### src/rtl/draw_pkg.sv
// Shared definitions for the drawing path: blitter FSM states, screen geometry
// and colour width.
package draw_pkg;

  typedef enum logic [1:0] {
    IDLE  = 2'd0,
    RUN   = 2'd1,
    DRAIN = 2'd2
  } state_t;

  localparam int SCREEN_W = 160;
  localparam int SCREEN_H = 120;
  localparam int COLOR_W  = 9;

  // Counter width for a range of n values; never below one bit.
  function automatic int width_of(input int n);
    return (n > 1) ? $clog2(n) : 1;
  endfunction

endpackage

### src/rtl/raster_scan_counter.sv
// Row-major raster counter: column, row and a running linear address that
// advances by one per step, so no multiplier is needed for addressing.
module raster_scan_counter
  import draw_pkg::*;
#(
  parameter int W      = 80,
  parameter int H      = 40,
  parameter int ADDR_W = 12,
  parameter int CX_W   = width_of(W),
  parameter int CY_W   = width_of(H)
) (
  input  logic              clk,
  input  logic              resetn,
  input  logic              clear,
  input  logic              advance,
  output logic [CX_W-1:0]   cx,
  output logic [CY_W-1:0]   cy,
  output logic [ADDR_W-1:0] addr,
  output logic              last
);

  localparam logic [CX_W-1:0] CX_LAST = CX_W'(W - 1);
  localparam logic [CY_W-1:0] CY_LAST = CY_W'(H - 1);

  always_ff @(posedge clk) begin
    if (!resetn || clear) begin
      cx   <= '0;
      cy   <= '0;
      addr <= '0;
    end else if (advance) begin
      addr <= addr + ADDR_W'(1);
      if (cx == CX_LAST) begin
        cx <= '0;
        cy <= cy + CY_W'(1);
      end else begin
        cx <= cx + CX_W'(1);
      end
    end
  end

  assign last = (cx == CX_LAST) && (cy == CY_LAST);

endmodule

### src/rtl/sprite_blitter.sv
// Streams a SPR_W x SPR_H sprite from a synchronous ROM to the VGA plot port,
// one pixel per clock, clipping off-screen pixels. Define
// SPRITE_BLITTER_TRANSPARENCY_EN to suppress plots of the TRANSPARENT key colour.
module sprite_blitter
  import draw_pkg::*;
#(
  parameter int                  SPR_W       = 80,
  parameter int                  SPR_H       = 40,
  parameter int                  ADDR_W      = 12,
  parameter int                  COLOR_W     = draw_pkg::COLOR_W,
  parameter int                  X_W         = 8,
  parameter int                  Y_W         = 7,
  parameter int                  SCREEN_W    = draw_pkg::SCREEN_W,
  parameter int                  SCREEN_H    = draw_pkg::SCREEN_H,
  parameter logic [COLOR_W-1:0]  TRANSPARENT = 9'h1FF
) (
  input  logic               clk,
  input  logic               resetn,
  input  logic               start,
  input  logic [X_W-1:0]     x0,
  input  logic [Y_W-1:0]     y0,
  output logic [ADDR_W-1:0]  rom_addr,
  input  logic [COLOR_W-1:0] rom_q,
  output logic               busy,
  output logic               done,
  output logic               plot,
  output logic [X_W-1:0]     x,
  output logic [Y_W-1:0]     y,
  output logic [COLOR_W-1:0] colour,
  output state_t             fsm_state
);

  localparam int CX_W = width_of(SPR_W);
  localparam int CY_W = width_of(SPR_H);
  localparam int XS_W = X_W + 1;
  localparam int YS_W = Y_W + 1;

`ifdef SPRITE_BLITTER_TRANSPARENCY_EN
  localparam bit KEY_EN = 1'b1;
`else
  localparam bit KEY_EN = 1'b0;
`endif

  state_t          state, state_next;
  logic            drain_cnt, drain_next;
  logic            clear, advance;
  logic [X_W-1:0]  x0_lat;
  logic [Y_W-1:0]  y0_lat;
  logic [CX_W-1:0] cx, s1_cx;
  logic [CY_W-1:0] cy, s1_cy;
  logic            last;
  logic            s1_valid;
  logic [XS_W-1:0] xs;
  logic [YS_W-1:0] ys;
  logic            in_bounds, key_hit;

  raster_scan_counter #(
    .W      (SPR_W),
    .H      (SPR_H),
    .ADDR_W (ADDR_W),
    .CX_W   (CX_W),
    .CY_W   (CY_W)
  ) u_scan (
    .clk     (clk),
    .resetn  (resetn),
    .clear   (clear),
    .advance (advance),
    .cx      (cx),
    .cy      (cy),
    .addr    (rom_addr),
    .last    (last)
  );

  always_ff @(posedge clk) begin
    if (!resetn) begin
      state     <= IDLE;
      drain_cnt <= 1'b0;
      x0_lat    <= '0;
      y0_lat    <= '0;
    end else begin
      state     <= state_next;
      drain_cnt <= drain_next;
      if (clear) begin
        x0_lat <= x0;
        y0_lat <= y0;
      end
    end
  end

  // DRAIN lasts two cycles; done marks the second, when the last pixel emerges.
  always_comb begin
    state_next = state;
    drain_next = 1'b0;
    clear      = 1'b0;
    advance    = 1'b0;
    done       = 1'b0;
    busy       = (state != IDLE);
    case (state)
      IDLE: begin
        if (start) begin
          clear      = 1'b1;
          state_next = RUN;
        end
      end
      RUN: begin
        advance = 1'b1;
        if (last) state_next = DRAIN;
      end
      DRAIN: begin
        drain_next = ~drain_cnt;
        if (drain_cnt) begin
          done       = 1'b1;
          state_next = IDLE;
        end
      end
      default: state_next = IDLE;
    endcase
  end

  assign fsm_state = state;

  // Stage 1: pixel coordinates travel alongside the ROM read.
  always_ff @(posedge clk) begin
    if (!resetn) begin
      s1_valid <= 1'b0;
      s1_cx    <= '0;
      s1_cy    <= '0;
    end else begin
      s1_valid <= (state == RUN);
      s1_cx    <= cx;
      s1_cy    <= cy;
    end
  end

  // One extra bit on each sum so wrap-around past the coordinate width clips.
  assign xs        = XS_W'(x0_lat) + XS_W'(s1_cx);
  assign ys        = YS_W'(y0_lat) + YS_W'(s1_cy);
  assign in_bounds = (xs < XS_W'(SCREEN_W)) && (ys < YS_W'(SCREEN_H));
  assign key_hit   = KEY_EN && (rom_q == TRANSPARENT);

  always_ff @(posedge clk) begin
    if (!resetn) begin
      plot   <= 1'b0;
      x      <= '0;
      y      <= '0;
      colour <= '0;
    end else begin
      plot <= s1_valid && in_bounds && !key_hit;
      if (s1_valid) begin
        x      <= xs[X_W-1:0];
        y      <= ys[Y_W-1:0];
        colour <= rom_q;
      end
    end
  end

endmodule
### config.mk
export PLATFORM = sky130hd
export DESIGN_NAME = sprite_blitter
export DESIGN_NICKNAME = d
export VERILOG_FILES = /design/src/rtl/draw_pkg.sv /design/src/rtl/raster_scan_counter.sv /design/src/rtl/sprite_blitter.sv
export SDC_FILE = /design/constraint.sdc
export NUM_CORES = 1
export LEC_CHECK = 0
export BUFFER_PORTS_ARGS = -buffer_cell sky130_fd_sc_hd__buf_2
export CAP_MARGIN = 20
export CORE_ASPECT_RATIO = 0.7
export CORE_MARGIN = 2
export CORE_UTILIZATION = 45
export CTS_CLUSTER_SIZE = 20
export DETAILED_ROUTE_END_ITERATION = 16
export GPL_ROUTABILITY_DRIVEN = 0
export GPL_TIMING_DRIVEN = 1
export MAX_ROUTING_LAYER = met4
export PLACE_DENSITY = 0.68
export SLEW_MARGIN = 0
export SYNTH_ARGS = -nofsm -noshare
export SYNTH_HDL_FRONTEND = slang
export SYNTH_SLANG_ARGS = --single-unit
### constraint.sdc
create_clock -name clk -period 2.68 [get_ports clk]
set_input_delay 0.536 -clock clk [delete_from_list [all_inputs] [get_ports clk]]
set_output_delay 0.536 -clock clk [all_outputs]
set_load 0.1 [all_outputs]
==> results.cfg, run 1 <==
[place]
placed_area_mm2 = 0.003976
io_buffers = 67
dp_hpwl_um = 5415

[routing]
dr.pass1.iters = 4
drtIter0Drc = 98
ant_nets = 0
vias_per_cell = 5.032
routed_wl_um = 7419
drc = 0
wl_per_cell_um = 13.13
vias = 2843

[synth]
yosysWarnings = 0
synth.ff_latch_count = 82
synth_nets = 437
ys_seq_area_frac = 0.4652
synth_cells = 392
synth_cell_types = 41
syn_area_per_cell_um2 = 9.001
syn_area_mm2 = 0.003528

[grt]
grt_pass1_vias = 2626
grt_max_degree = 36
grt_use_total = 0.1918
antenna_found_initial = 0
overflow = 0
grt_first_pass_wirelength_um = 12360

[clocking]
worstSkewPairLatency_ns = 0.36
cts_tree = built
cts_buffers = 9
cts-root-buf = clkbuf_8
cts_sinks = 82
cts_buffer_depth = 2
post_cts_resized = 0
clkTransAtPathRegs_ns = 0.08
ctsHoldBuffers = 0
h-tree-depth = 3
cts_setup_buffers = 0

[worst_setup_path]
r2r_slack_ns = 0.52
critPathMaxFanout = 3
cp.depth = 7
crit_path_frequent_cell = a211oi_1
cp_slowest_cell = fa_1
critPathMaxStageDelay_ns = 0.41
path_buf_inv = 0
crit_start = x0_lat[0]
cp-end-kind = register
cp-endpoint = plot
path_cells = ha_1, fa_1, a21o_1, a221oi_2, xor2_1, a211oi_1, a211oi_1
r2r_start = x0_lat[0]
crit_path_start_kind = register
crit_arrival_ns = 2.43
path_class = register to register
r2r_cells = 7
reg2reg_to = plot
critPathTopFamily = compound AO/OA/AOI/OAI gates
critPathRequiredTime_ns = 2.95

[power]
peakVddDrop_mv = 0.6382
power_density_mw_per_mm2 = 913.0
p_leak_nw = 1.838

[finish]
layout-drive-gt1-share = 0.1949
n_antenna_cell = 0
fin_area_mm2 = 0.004242
fin_nets = 507
area_growth_pct = 20.21

[die]
design.core.area_mm2 = 0.007450
fp-row-count = 26
die_width_um = 109.8
initial_utilization = 0.4736
io_pins = 68
die_h_um = 78.09
die_area_mm2 = 0.008576

[timing]
final.min_clock_period_ns = 2.157
setup_viol = 0
skew_ns = 0.007695
finalCritPeriodShare = 0.8050
fmax_ghz = 0.4635
worstMarginPinSlew_ns = 0.4992
relSlewSlack = 0.6658
tns_ns = 0
hold_violations = 0
rsz0062_at_grt = false
final_max_slew_viol_count = 0

[min_path]
hold_path.class = primary input to register

[job]
max_cap_violations = 0

[status]
status = complete, no violations
## stage by stage
stage / util / power [mW] / hold slack [ns] / std cells / worst slack (ns)
2_1_floorplan: - / 2.473 / 0.4406 / 392 / 0.2402
3_3_place_gp: 0.5338 / 2.719 / 0.4485 / 549 / 0.6554
3_5_place_dp: 0.5338 / 2.740 / 0.4602 / 549 / 0.5595
4_1_cts: 0.5694 / 3.909 / 0.3906 / 565 / 0.5332
5_1_grt: 0.5694 / 4.080 / 0.3914 / 565 / 0.4286
6_report: 0.5694 / 3.872 / 0.4061 / 565 / 0.5226
## worst min-delay path: stages
cell,delay (ns)
buf_2,0.07
mux2i_1,0.05
nor2_1,0.07
## power breakdown
| group | switching [mW] | total (mW) | internal (mW) |
|---|---|---|---|
| sequential | 0.0872 | 1.43 | 1.34 |
| combinational | 0.974 | 1.27 | 0.300 |
| clock | 0.452 | 1.17 | 0.718 |
## sequential cells by signal, summed over array words and instances (netlist names), 2 cells and up
signal	count
colour	9
u_scan.cy	6
y0_lat	7
x	8
u_scan.cx	7
y	7
s1_cy	6
fsm_state	2
x0_lat	8
s1_cx	7
u_scan.addr	12
## logic make-up (layout without fill, tap and decap cells)
kind of cell | count (synthesis) | after routing | synth area share
compound gates | 71 | 71 | 0.1227
xor+xnor | 24 | 24 | 0.05957
fa+ha+maj | 18 | 18 | 0.06808
buf+inv | 21 | 96 | 0.02305
flops | 82 | 82 | 0.4652
mux | 17 | 17 | 0.04823
simple gates | 159 | 159 | 0.2131
## placed cells by master, fill, tap and decap left out, types with 8 or more instances in the layout
cell type	count
clkbuf_8	9
a211oi_1	8
o21ai_0	13
mux2i_1	17
a21oi_1	33
xnor2_1	11
ha_1	16
and2_1	16
buf_2	67
dfxtp_1	82
nand2_1	55
nor2_1	50
xor2_1	13
## synthesized netlist by cell type (all sizes together)
master | number | area (µm²)
a211oi | 8 | 60.06
dfxtp | 82 | 1642
and2 | 17 | 106.4
clkbuf | 11 | 41.29
a221o | 1 | 10.01
or3 | 6 | 37.54
xnor2 | 11 | 96.34
clkinv | 2 | 7.510
nor4 | 1 | 6.260
buf | 3 | 13.76
nor3 | 6 | 30.03
o21a | 4 | 30.03
o211a | 1 | 10.01
o211ai | 2 | 15.01
nor2 | 50 | 187.7
nand3 | 2 | 10.01
a221oi | 2 | 23.77
nand4 | 6 | 43.79
a21oi | 33 | 165.2
nand2 | 55 | 206.5
nand2b | 2 | 12.51
and3 | 5 | 31.28
nor4b | 1 | 23.77
ha | 16 | 200.2
and3b | 1 | 8.760
nor2b | 5 | 31.28
o2111ai | 1 | 8.760
o21bai | 1 | 7.510
a22oi | 1 | 7.510
xor2 | 13 | 113.9
o21ai | 13 | 65.06
a21o | 4 | 30.03
inv | 5 | 18.77
mux2i | 17 | 170.2
nor3b | 1 | 7.510
and4 | 1 | 8.760
fa | 2 | 40.04
## how the worst min path moves through the flow
stage	from	endpoint	slack, ns	depth (start not counted)
floorplan	x0_lat[0]	x0_lat[0]	0.44	2
global placement	x0_lat[3]	x0_lat[3]	0.45	2
detailed placement	x0_lat[0]	x0_lat[0]	0.46	2
CTS	y0[3]	y0_lat[3]	0.39	3
global route	y0[3]	y0_lat[3]	0.39	3
finish	rom_q[5]	colour[5]	0.41	3
## per-layer routing
metal	GRT usage	up-vias	part of all wire
li1	-	1473	-
met1	0.2560	1314	0.51
met2	0.2791	51	0.44
met3	0.06395	5	0.046
met4	0.04937	0	0.0077
met5	-	-	0
## cell type report
class / instances / area, µm²
fillers: 689 / 3208
multi-input cells: 289 / 1805
flip-flops and latches: 82 / 1642
repair buffers: 73 / 380.4
clock inverters: 6 / 137.6
clock buffers: 10 / 127.6
well taps: 98 / 122.6
inverters: 7 / 26.28
Note: power is estimated with default switching activity, not from simulation.
==> run 2: changes to the inputs <==
clock period = 2.05 ns   (was 2.68 ns; I/O delays follow)
==> run 2 against run 1 <==
Clock power is 6% higher. Via count is 1.8% higher. Utilization is 0.49 points higher. Routed wire length is 2.7% higher. Critical path type unchanged.
==> results.cfg, run 2 (synthesis gave the netlist of run 1 again) <==
[timing]
hold_violations = 0
relSlewSlack = 0.6615
skew_ns = 0.008960
rsz0062_at_grt = false
finalCritPeriodShare = 0.9527
tns_ns = 0
fmax_ghz = 0.5120
setup_viol = 0
final.min_clock_period_ns = 1.953
final_max_slew_viol_count = 0
worstMarginPinSlew_ns = 0.5056

[finish]
n_fill_cell = 693
largestRegisters = u_scan.addr x12, colour x9
layout-drive-gt1-share = 0.2303
multi_input_area_mm2 = 0.001849
fin_nets = 511
n_antenna_cell = 0
register_area_mm2 = 0.001650
layout_common_cells = dfxtp_1 (75), buf_2 (67), nand2_1 (55)
final_common_cell = dfxtp_1
fin_cells = 567
largest_reg_flops = 12
top_register = u_scan.addr
area_growth_pct = 21.24
fin_area_mm2 = 0.004278

[power]
power_density_mw_per_mm2 = 1125
p_seq_frac = 0.391
peakVddDrop_mv = 0.4577
pwr-share-comb = 0.350
swShare = 0.4027
p_leak_nw = 1.845
p_int_mw = 2.875
clkPwrFrac = 0.258
power.switching_mw = 1.938

[routing]
ant_nets = 0
wl_per_cell_um = 13.44
drc = 0
dr.pass1.iters = 4
drtIter0Drc = 103
vias = 2893
vias_per_cell = 5.102
routed_wl_um = 7622

[grt]
grt_use_total = 0.1897
overflow = 0
grt_first_pass_wirelength_um = 12480
antenna_found_initial = 0
grt_pass1_vias = 2704
grt_max_degree = 32

[die]
fp-row-count = 26
design.core.area_mm2 = 0.007450
die_area_mm2 = 0.008576
initial_utilization = 0.4736
die_width_um = 109.8
io_pins = 68
die_h_um = 78.09

[min_path]
whs_path_depth = 3
min_to = y0_lat[3]
min_from = y0[3]
hold_path.class = primary input to register

[worst_setup_path]
r2r_start = s1_cx[0]
cp.depth = 7
path_cells = ha_4, fa_2, a21o_1, a221oi_2, xor2_1, a211oi_2, a211oi_1
critPathMaxFanout = 3
cp-end-kind = register
critPathTopFamily = compound AO/OA/AOI/OAI gates
critPathMaxStageDelay_ns = 0.34
r2r_slack_ns = 0.1
cp_slowest_cell = fa_2
crit_arrival_ns = 2.21
crit_path_start_kind = register
reg2reg_to = plot
critPathRequiredTime_ns = 2.31
path_buf_inv = 0
r2r_cells = 7
path_class = register to register

[clocking]
cts_tree = built
cts-root-buf = clkbuf_8
cts_buffer_depth = 2
cts_sinks = 82
cts_buffers = 9
worstSkewPairLatency_ns = 0.35
h-tree-depth = 3
clkTransAtPathRegs_ns = 0.08

[place]
place_inst = 552
dp_hpwl_um = 5613
placed_area_mm2 = 0.004020
io_buffers = 67

[status]
status = complete, no violations

[job]
max_cap_violations = 0
-- run 2: cell count changes in the layout (fill, tap and decap cells not counted), sizes merged --
cell	before	now
clkbuf	10	11
inv	6	5
buf	73	77
bufinv	4	2
-- run 2: repair_timing --
action                     in CTS  in global routing
hold buffers                    0                  0
buffers inserted                0                  1
gates cloned                    0                  0
gates resized for setup         3                  6
setup endpoints to repair       1                  3
pin swaps                       2                  6
hold endpoints to repair        0                  0
-- run 2: power groups by stage --
stage	sequential, mW	clock (mW)	combinational [mW]
after floorplan	2.48	0	0.761
after global placement	1.91	0	1.66
after detailed placement	1.92	0	1.68
after CTS	1.88	1.28	1.68
after global routing	1.91	1.35	1.81
final	1.88	1.24	1.69
-- run 2: worst max-delay path by stage --
stage / to / start / slack [ns]
after detailed placement: plot / x0_lat[0] / -0.006
final: plot / s1_cx[0] / 0.1
after CTS: plot / x0_lat[0] / 0.01
after global routing: plot / x0_lat[0] / 0.007
after floorplan: u_scan.addr[9] / u_scan.addr[5] / 0.02
after global placement: plot / x0_lat[0] / 0.05
-- run 2: final cells by class --
type | instances | area share
Clock inverter | 3 | 0.01521
Multi-Input combinational cell | 289 | 0.4323
Clock buffer | 11 | 0.03305
Timing Repair Buffer | 77 | 0.09886
Inverter | 7 | 0.006142
Tap cell | 98 | 0.02866
Sequential cell | 82 | 0.3858
-- run 2: worst reg2reg max path: stages, from the launching register on --
cell	delay, ns
dfxtp_1	0.33
ha_4	0.17
fa_2	0.34
a21o_1	0.18
a221oi_2	0.33
xor2_1	0.26
a211oi_2	0.11
a211oi_1	0.16
-- run 2: routing by layer --
metal,up-vias,global-route usage,wire length (µm)
met2,54,0.2890,3493
li1,1482,-,-
met1,1349,0.2478,3697
met4,0,0.05443,65
met5,-,-,0
met3,8,0.05150,365
-- run 2: stage by stage --
step	util	setup slack, ns	total power [mW]	hold WS (ns)
3_3_place_gp	0.5396	0.05210	3.570	0.4519
2_1_floorplan	-	0.02280	3.241	0.4406
4_1_cts	0.5687	0.01484	4.845	0.2812
5_1_grt	0.5742	0.006587	5.067	0.2893
3_5_place_dp	0.5396	-0.006029	3.594	0.4567
6_report	0.5742	0.09704	4.813	0.2968
